===== src/rtl/approx_mult_pkg.sv =====
// Shared constants for the approximate multiplier pipeline: depth, tile size,
// supported operand widths and error-statistics counter widths.
package approx_mult_pkg;

  localparam int LAT        = 3;
  localparam int TILE       = 4;
  localparam int N_WIDTHS   = 4;
  localparam int LEGAL_WIDTH [N_WIDTHS] = '{4, 8, 12, 16};
  localparam int STAT_CNT_W = 32;
  localparam int STAT_ERR_W = 48;

  function automatic bit is_legal_width(input int w);
    bit ok;
    ok = 1'b0;
    for (int k = 0; k < N_WIDTHS; k++)
      if (LEGAL_WIDTH[k] == w) ok = 1'b1;
    return ok;
  endfunction

endpackage


===== src/rtl/approx_mult_if.sv =====
// Valid/ready operand and result channels of the approximate multiplier.
interface approx_mult_if
  import approx_mult_pkg::*;
#(
  parameter int WIDTH = 8
);

  logic               in_valid;
  logic               in_ready;
  logic [WIDTH-1:0]   in_a;
  logic [WIDTH-1:0]   in_b;
  logic               in_approx;
  logic               out_valid;
  logic               out_ready;
  logic [2*WIDTH-1:0] out_p;
  logic               out_approx;

  modport master (
    output in_valid, in_a, in_b, in_approx, out_ready,
    input  in_ready, out_valid, out_p, out_approx
  );

  modport slave (
    input  in_valid, in_a, in_b, in_approx, out_ready,
    output in_ready, out_valid, out_p, out_approx
  );

endinterface


===== src/rtl/approx_mult_tile4.sv =====
// One 4x4 unsigned tile: sums the partial products a[i]&b[j] whose mask bit
// (index i*4+j) is set, each weighted 2^(i+j) within the tile.
module approx_mult_tile4
  import approx_mult_pkg::*;
(
  input  logic [TILE-1:0]      a,
  input  logic [TILE-1:0]      b,
  input  logic [TILE*TILE-1:0] mask,
  output logic [2*TILE-1:0]    p
);

  localparam int PW = 2 * TILE;

  always_comb begin
    p = '0;
    for (int i = 0; i < TILE; i++)
      for (int j = 0; j < TILE; j++)
        if (mask[i*TILE+j] && a[i] && b[j])
          p = p + (PW'(1) << (i + j));
  end

endmodule


===== src/rtl/approx_mult_pipe.sv =====
// Three-stage pipelined unsigned multiplier with selectable column truncation.
// Optional error statistics are built when APPROX_MULT_ERRSTAT_EN is defined.
module approx_mult_pipe
  import approx_mult_pkg::*;
#(
  parameter int WIDTH = 8,
  parameter int TRUNC = 4
)(
  input  logic                  clk,
  input  logic                  rst,
  approx_mult_if.slave          bus
`ifdef APPROX_MULT_ERRSTAT_EN
  ,
  input  logic                  stat_clr,
  output logic [STAT_CNT_W-1:0] stat_count,
  output logic [STAT_ERR_W-1:0] stat_err
`endif
);

  localparam int NT    = WIDTH / TILE;
  localparam int NTILE = NT * NT;
  localparam int PW    = 2 * WIDTH;

  logic                 adv;
  logic                 vld_p0, vld_p1, vld_p2;
  logic [WIDTH-1:0]     a_p0, b_p0;
  logic                 approx_p0, approx_p1, approx_p2;
  logic [TILE*TILE-1:0] mask_p0   [NTILE];
  logic [2*TILE-1:0]    tile_comb [NTILE];
  logic [2*TILE-1:0]    tile_p1   [NTILE];
  logic [PW-1:0]        sum_p1;
  logic [PW-1:0]        out_p_p2;

  // A full output register blocks everything behind it; bubbles are kept.
  assign adv            = !vld_p2 || bus.out_ready;
  assign bus.in_ready   = adv;
  assign bus.out_valid  = vld_p2;
  assign bus.out_p      = out_p_p2;
  assign bus.out_approx = approx_p2;

  always_ff @(posedge clk or posedge rst) begin
    if (rst) begin
      vld_p0   <= 1'b0;
      vld_p1   <= 1'b0;
      vld_p2   <= 1'b0;
      out_p_p2 <= '0;
      approx_p2 <= 1'b0;
    end else if (adv) begin
      vld_p0    <= bus.in_valid;
      vld_p1    <= vld_p0;
      vld_p2    <= vld_p1;
      out_p_p2  <= sum_p1;
      approx_p2 <= approx_p1;
    end
  end

  // ---- S1: operand and mode capture ----
  always_ff @(posedge clk) begin
    if (adv) begin
      a_p0      <= bus.in_a;
      b_p0      <= bus.in_b;
      approx_p0 <= bus.in_approx;
    end
  end

  // Column of bit pair (i,j) in tile (ti,tj) is 4*ti+i + 4*tj+j.
  always_comb begin
    for (int t = 0; t < NTILE; t++) begin
      mask_p0[t] = '0;
      for (int i = 0; i < TILE; i++)
        for (int j = 0; j < TILE; j++)
          mask_p0[t][i*TILE+j] = !approx_p0 ||
            ((TILE*(t/NT) + i + TILE*(t%NT) + j) >= TRUNC);
    end
  end

  for (genvar t = 0; t < NTILE; t++) begin : g_tile
    approx_mult_tile4 u_tile (
      .a    (a_p0[TILE*(t/NT) +: TILE]),
      .b    (b_p0[TILE*(t%NT) +: TILE]),
      .mask (mask_p0[t]),
      .p    (tile_comb[t])
    );
  end

  // ---- S2: registered tile products ----
  always_ff @(posedge clk) begin
    if (adv) begin
      tile_p1   <= tile_comb;
      approx_p1 <= approx_p0;
    end
  end

  always_comb begin
    sum_p1 = '0;
    for (int t = 0; t < NTILE; t++)
      sum_p1 = sum_p1 + (PW'(tile_p1[t]) << (TILE * (t/NT + t%NT)));
  end

  // ---- S3: tile sum registered as out_p (reset block above) ----

`ifdef APPROX_MULT_ERRSTAT_EN
  logic [PW-1:0] exact_p1, exact_p2;
  logic          retire_approx;

  function automatic logic [STAT_CNT_W-1:0] sat_inc(input logic [STAT_CNT_W-1:0] v);
    return (&v) ? v : v + 1'b1;
  endfunction

  function automatic logic [STAT_ERR_W-1:0] sat_add(input logic [STAT_ERR_W-1:0] acc,
                                                    input logic [STAT_ERR_W-1:0] d);
    logic [STAT_ERR_W:0] s;
    s = {1'b0, acc} + {1'b0, d};
    return s[STAT_ERR_W] ? '1 : s[STAT_ERR_W-1:0];
  endfunction

  always_ff @(posedge clk) begin
    if (adv) begin
      exact_p1 <= PW'(a_p0) * PW'(b_p0);
      exact_p2 <= exact_p1;
    end
  end

  assign retire_approx = vld_p2 && bus.out_ready && approx_p2;

  // Truncation only drops terms, so exact - approx is never negative.
  always_ff @(posedge clk or posedge rst) begin
    if (rst) begin
      stat_count <= '0;
      stat_err   <= '0;
    end else if (stat_clr) begin
      stat_count <= '0;
      stat_err   <= '0;
    end else if (retire_approx) begin
      stat_count <= sat_inc(stat_count);
      stat_err   <= sat_add(stat_err, STAT_ERR_W'(exact_p2 - out_p_p2));
    end
  end
`endif

endmodule


===== src/flat_wrapper.sv =====
// flat-port wrapper written by rule: the top's interface ports become plain ports
module approx_mult_pipe_flat import approx_mult_pkg::*;
#(
  parameter int WIDTH = 8,
  parameter int TRUNC = 4
)
  (clk, rst, bus_in_valid, bus_in_a, bus_in_b, bus_in_approx, bus_out_ready, bus_in_ready, bus_out_valid, bus_out_p, bus_out_approx);
  approx_mult_if #(.WIDTH(WIDTH)) bus_i ();
  input  logic clk;
  input  logic rst;
  input wire logic [$bits(bus_i.in_valid)-1:0] bus_in_valid;
  input wire logic [$bits(bus_i.in_a)-1:0] bus_in_a;
  input wire logic [$bits(bus_i.in_b)-1:0] bus_in_b;
  input wire logic [$bits(bus_i.in_approx)-1:0] bus_in_approx;
  input wire logic [$bits(bus_i.out_ready)-1:0] bus_out_ready;
  output wire logic [$bits(bus_i.in_ready)-1:0] bus_in_ready;
  output wire logic [$bits(bus_i.out_valid)-1:0] bus_out_valid;
  output wire logic [$bits(bus_i.out_p)-1:0] bus_out_p;
  output wire logic [$bits(bus_i.out_approx)-1:0] bus_out_approx;
  assign bus_i.in_valid = bus_in_valid;
  assign bus_i.in_a = bus_in_a;
  assign bus_i.in_b = bus_in_b;
  assign bus_i.in_approx = bus_in_approx;
  assign bus_i.out_ready = bus_out_ready;
  assign bus_in_ready = bus_i.in_ready;
  assign bus_out_valid = bus_i.out_valid;
  assign bus_out_p = bus_i.out_p;
  assign bus_out_approx = bus_i.out_approx;
  approx_mult_pipe #(.WIDTH(WIDTH), .TRUNC(TRUNC)) u_core (.clk(clk), .rst(rst), .bus(bus_i));
endmodule

===== config.mk =====
export PLATFORM = sky130hd
export DESIGN_NAME = approx_mult_pipe_flat
export DESIGN_NICKNAME = d
export VERILOG_FILES = /design/src/rtl/approx_mult_pkg.sv /design/src/rtl/approx_mult_if.sv /design/src/rtl/approx_mult_tile4.sv /design/src/rtl/approx_mult_pipe.sv /design/src/flat_wrapper.sv
export SDC_FILE = /design/constraint.sdc
export NUM_CORES = 1
export LEC_CHECK = 0
export BUFFER_PORTS_ARGS = -buffer_cell sky130_fd_sc_hd__buf_2
export CORE_UTILIZATION = 25
export CTS_BUF_LIST = sky130_fd_sc_hd__clkbuf_2
export DETAILED_ROUTE_END_ITERATION = 6
export GPL_TIMING_DRIVEN = 1
export PLACE_DENSITY = 0.44
export SYNTH_ARGS = -nofsm -noshare
export SYNTH_HDL_FRONTEND = slang
export SYNTH_HIERARCHICAL = 1
export SYNTH_SLANG_ARGS = --single-unit
export TNS_END_PERCENT = 5

===== constraint.sdc =====
create_clock -name clk -period 8.75 [get_ports clk]
set_input_delay 1.75 -clock clk [delete_from_list [all_inputs] [get_ports clk]]
set_output_delay 1.75 -clock clk [all_outputs]
set_load 0.05 [all_outputs]

* Yosys cells after proc, flatten, opt, wreduce, memory -nomap -nowiden
Index checks and enable logic that the tools add are counted.
** Operators by class
- $add $sub $neg :: 63
- Muxes and demuxes :: 64
- Reduce and logical (&&, ||, !) cells :: 71
** Operator list (number)
- $mux W8 :: 60
- $add A8 B4 Y8 const B :: 16
- $add A8 B3 Y8 const B :: 12
- $add A8 B5 Y8 const B :: 12
- $logic_and A1 B1 Y1 :: 68
- $add A8 B2 Y8 const B :: 8
- $add A8 B6 Y8 const B :: 8
- $add A8 B7 Y8 const B :: 4
- $add A14 B16 Y16 :: 1
- $add A13 B12 Y14 :: 1
- $add A8 B12 Y13 :: 1
- $mux W1 :: 4
- $logic_not A1 Y1 :: 2
- $logic_or A1 B1 Y1 :: 1
** Storage, ports and cells
- Register bits :: 70
- Input bits :: 21
- Output and inout port bits :: 19
- Word-level logic and storage cells :: 211

* Logic depth before layout (Yosys ltp)
- Word-level depth :: 34
- Depth in mapped cells :: 34
- Mapped depth without buffers :: 34

* Modules after synthesis
Netlist, hierarchy kept.
** Modules (own cells, without submodules)
- approx_mult_tile4 at u_core.g_tile[0].u_tile ... :: instances 3, cells an instance 176, area an instance 1267.5 um^2, sequential area each 0.0 um^2
- approx_mult_pipe :: instances 1, cells an instance 196, area an instance 2825.2 um^2, sequential area each 2001.9 um^2
- approx_mult_tile4 at u_core.g_tile[3].u_tile :: instances 1, cells an instance 157, area an instance 1331.3 um^2, sequential area each 0.0 um^2

* Least setup slack after synthesis
Ideal clock, no wire load.
- Path type :: register to register
- Start :: reg u_core.b_p0[7]
- End :: reg u_core/tile_p1[7] (netlist bit), data pin
- Library setup time :: 0.260 ns
- Arrival time :: 6.066 ns
- Required time :: 8.490 ns
- Path slack :: 2.424 ns
- Cell stages (with the launch flop) :: 28
- Buffers on the path :: 0
- Period minus slack after synthesis :: 6.326 ns
- Cells stage by stage :: edfxtp_1 -> and3_4 -> or3_4 -> nand2_1 -> ha_1 -> nand4_1 -> and4_4 -> or2_2 -> ha_1 -> nand2b_1 -> o31ai_2 -> inv_1 -> ha_1 -> mux2i_4 -> xnor3_1 -> ha_1 -> mux2_4 -> ha_1 -> mux2i_2 -> xor2_1 -> xnor2_1 -> ha_1 -> nand2_1 -> xnor2_1 -> xnor2_1 -> xnor2_1 -> xnor2_1 -> xnor2_1
** RTL lines
- start, declared :: RTL line approx_mult_pipe.sv:26 : logic [WIDTH-1:0] a_p0, b_p0;
- start signal, assigned :: RTL line approx_mult_pipe.sv:61 : b_p0 <= bus.in_b;
- end signal, assigned :: RTL line approx_mult_pipe.sv:89 : tile_p1 <= tile_comb;
- end, declared :: RTL line approx_mult_pipe.sv:30 : logic [2*TILE-1:0] tile_p1 [NTILE];

==> Flow_metrics.wiki <==
{| class="wikitable"
! Metric !! Value
|-
| Initial antenna violation count || 0
|-
| Most used cells in the layout excluding fill and tap cells || sky130_fd_sc_hd__nand2_1, sky130_fd_sc_hd__conb_1, sky130_fd_sc_hd__xnor2_1, sky130_fd_sc_hd__nor2_1, sky130_fd_sc_hd__nand3_1
|-
| Most common cell after layout, fill and taps aside || sky130_fd_sc_hd__nand2_1
|-
| Drt initial violations || 317
|-
| Clock net sink count || 70
|-
| Total inserted antenna cells || 0
|-
| Final Max Slew Viols || 0
|-
| Maximum Capacitance Violations || 0
|-
| Aggregate global routing overflow || 0
|-
| Final-stage net count || 1099
|-
| Post-CTS setup buffer count || 0
|-
| Most repeated library cell on the critical path || sky130_fd_sc_hd__xnor2_1
|-
| Via count || 6453
|-
| Period Utilization, post-route || 82.4%
|-
| Number of warnings reported in the yosys synthesis log || 6
|-
| Post-Place Setup Slack || 1530 ps
|-
| RR Startpoint || u_core/a_p0[5]$_DFFE_PP_
|-
| Layout area overhead || 14.5%
|-
| Row count || 64
|-
| Area fraction in compound gates after synthesis || 13.4%
|-
| Count of antenna-violating nets left after detailed routing || 0
|-
| Peak Freq || 139 MHz
|-
| Worst Hold Launch || u_core/approx_p1$_DFFE_PP_
|-
| CTS max path bufs || 2
|-
| Share of the yosys chip area belonging to registers || 25.2%
|-
| Final worst-path setup slack || 1540 ps
|-
| Actual transition at the worst max-transition pin || 940 ps
|-
| Critical path capture point type || register
|-
| Count of cells resized by post-cts repair || 0
|-
| Critical path start-end classification || reg -> reg
|-
| Final-layout setup total negative slack || 0 ps
|-
| CP top delay family || XOR/XNOR gates
|-
| Maximum net fanout on the critical path || 23
|-
| Initial standard-cell utilization of the core || 25.7%
|-
| Synthesized-area fraction occupied by adder cells || 9.81%
|-
| Global-route usage over all layers || 12.2%
|-
| Post-synth cell types || 81
|-
| Floorplan die height || 180 um
|-
| Mux contribution to synthesized area || 4.84%
|-
| HPWL Detailed || 14.9 mm
|-
| Top_reg_cell synth || sky130_fd_sc_hd__edfxtp_1
|-
| Average wire per standard cell || 13.6 um
|-
| Shortest clock period the worst path allows after layout || 7210 ps
|-
| Setup violations, final || 0
|-
| Total wirelength of the detailed-routed design || 19.4 mm
|-
| FILL cells || 3250
|-
| Power Dens Cells || 210 mW/mm2
|-
| First-pass GRT wire length || 32.0 mm
|-
| Post-Syn Instances || 881
|-
| Async set-or-reset flop fraction in the synthesized netlist || 28.6%
|-
| Detailed-route DRC error count || 0
|-
| Worst voltage drop across the vdd grid || 0.138 mV
|-
| CP max-delay cell || sky130_fd_sc_hd__edfxtp_1
|-
| Share of final-layout standard cells stronger than drive strength 1 || 13.3%
|-
| Path class of the lowest-slack min-delay path || reg -> reg
|-
| Status || completed
|-
| Worst slew margin || 37.2%
|-
| Hold Buf Count CTS || 0
|-
| Number of buffers added by the clock tree synthesis step || 9
|-
| Clock root buffer master || sky130_fd_sc_hd__clkbuf_2
|-
| Number of synthesized register bits || 70
|-
| Number of synthesized flops with an enable pin || 50
|-
| Placeable core area || 0.0310 mm2
|-
| Startpoint Class || register
|-
| Pin count of the biggest net entering global routing || 38
|-
| Mean instance size in the synthesized netlist || 9.03 um2
|-
| Width of the die || 180 um
|-
| Post-Synthesis Cell Area || 0.00796 mm2
|-
| Via density per instance || 4.54
|-
| Final Hold Fails || 0
|-
| Number of ports placed on the die boundary || 40
|-
| Synthesized-area fraction occupied by xor and xnor cells || 14.4%
|-
| Worst-path clk slew || 210 ps
|-
| Setup repair after global routing missed its margin || no
|-
| Share of synthesized cell area in and, or, nand and nor gates || 29.0%
|-
| Data required time of the critical path || 9100 ps
|-
| Total die area || 0.0326 mm2
|-
| Startpoint of the worst setup timing path || u_core/a_p0[5]$_DFFE_PP_
|-
| Input/output buffers || 39
|-
| Vias in the first global route || 6074
|-
| Clock latency on the worst-skew pair || 580 ps
|-
| Worst path buffer plus inverter count || 1
|-
| Number of iterations in the first detailed-routing pass || 7
|-
| Last weighted congestion value of the routability-driven placer || 0.795
|-
| H-tree Lvls || 3
|-
| Lkg Pwr || 3.89 nW
|-
| CP arrival || 7550 ps
|-
| Delay of the slowest cell on the worst path || 910 ps
|-
| Worst setup skew after layout || 41.3 ps
|-
| Combinational family with the most area after synthesis || simple AND/OR/NAND/NOR gates
|-
| Clock tree from TritonCTS || built
|}
final cells by class:
| cell class | count | area (um2) | area share, % |
|---|---|---|---|
| repair buffers | 42 | 218 | 2.39 |
| multi-input cells | 865 | 6110 | 67.1 |
| clock buffers | 10 | 50.0 | 0.549 |
| flip-flops and latches | 70 | 2000 | 22.0 |
| inverters | 33 | 124 | 1.36 |
| clock inverters | 6 | 110 | 1.21 |
| well taps | 396 | 495 | 5.44 |
path summary, 6_finish.rpt:
| check | endpoint | slack (ps) | depth (start not counted) |
|---|---|---|---|
| min | u_core/bus.out_approx$_DFFE_PP0P_ | 460 | 2 |
| max reg2reg | u_core/tile_p1[7]$_DFFE_PP_ | 1540 | 29 |
| max in group asynchronous | u_core/bus.out_p[0]$_DFFE_PP0P_ | 6800 | 2 |
| min reg2reg | u_core/bus.out_approx$_DFFE_PP0P_ | 460 | 2 |
| max | u_core/tile_p1[7]$_DFFE_PP_ | 1540 | 29 |
| min in group asynchronous | u_core/vld_p0$_DFFE_PP0P_ | 1330 | 2 |
worst min-delay path: cells and delay by family (launching register included):
kind             cells  cell delay (ps)
DFF                  1              370
and+or+nand+nor      2              100
flip-flops by register name, summed over array words and instances, names as in the netlist:
| signal | cells |
|---|---|
| u_core/b_p0 | 8 |
| u_core/approx_p1 | 1 |
| u_core/vld_p1 | 1 |
| u_core/bus.out_p | 16 |
| u_core/a_p0 | 8 |
| u_core/bus.out_valid | 1 |
| u_core/approx_p0 | 1 |
| u_core/vld_p0 | 1 |
| u_core/tile_p1 | 32 |
| u_core/bus.out_approx | 1 |
logic make-up after synthesis:
family / count (synthesis)
AOI/OAI and AO/OA: 146
muxes: 27
DFF: 70
buffers and inverters: 58
and+or+nand+nor: 409
xor gates and xnor gates: 113
adders and majority gates: 57
other: 1
per-stage QoR:
step                cell area [um2]  cells  power, mW  utilization (%)  hold slack (ps)
finish                         9110   1422       1.91             29.4              460
CTS                            9110   1422       1.95             29.4              454
detailed placement             8950   1406       1.67             28.9              436
global placement               8950   1406       1.68             28.9              440
floorplan                      8380    993       1.41                -              422
global route                   9110   1422       2.08             29.4              495
Yosys cell counts (all sizes together) (4+ instances only):
cell type	number	area share (%)
clkbuf	16	0.75
nor3b	5	0.47
nor2	60	2.9
nand2	116	5.5
and3	55	4.5
edfxtp	50	19
nand4	25	2.2
and4	11	1.3
a21oi	29	2.0
mux2i	24	4.4
o21ai	44	2.9
nor3	27	2.4
a31oi	8	0.79
nand3	57	4.3
fa	9	2.3
a211oi	9	1.1
nand2b	5	0.39
nor4	8	0.63
ha	48	7.5
dfrtp	20	6.3
o21a	14	1.3
nor2b	5	0.49
xnor2	78	9.8
buf	9	0.99
inv	33	1.6
and2	17	1.3
xor2	31	3.4
o2111ai	6	0.66
o31ai	4	0.44
layer usage:
layer | GRT usage [%] | vias to the layer above | wire [um]
li1 | - | 3397 | -
met1 | 16.7 | 2959 | 9640
met2 | 20.2 | 87 | 8770
met3 | 2.55 | 10 | 861
met4 | 1.74 | 0 | 99
met5 | 0 | - | 0
report_power, final:
group / leakage (nW) / switching [mW] / internal (mW) / total [mW]
Sequential: 0.766 / 0.115 / 0.494 / 0.610
Clock: 0.0964 / 0.133 / 0.125 / 0.258
Combinational: 3.03 / 0.668 / 0.378 / 1.05
Note: power is estimated with default switching activity, not from simulation.
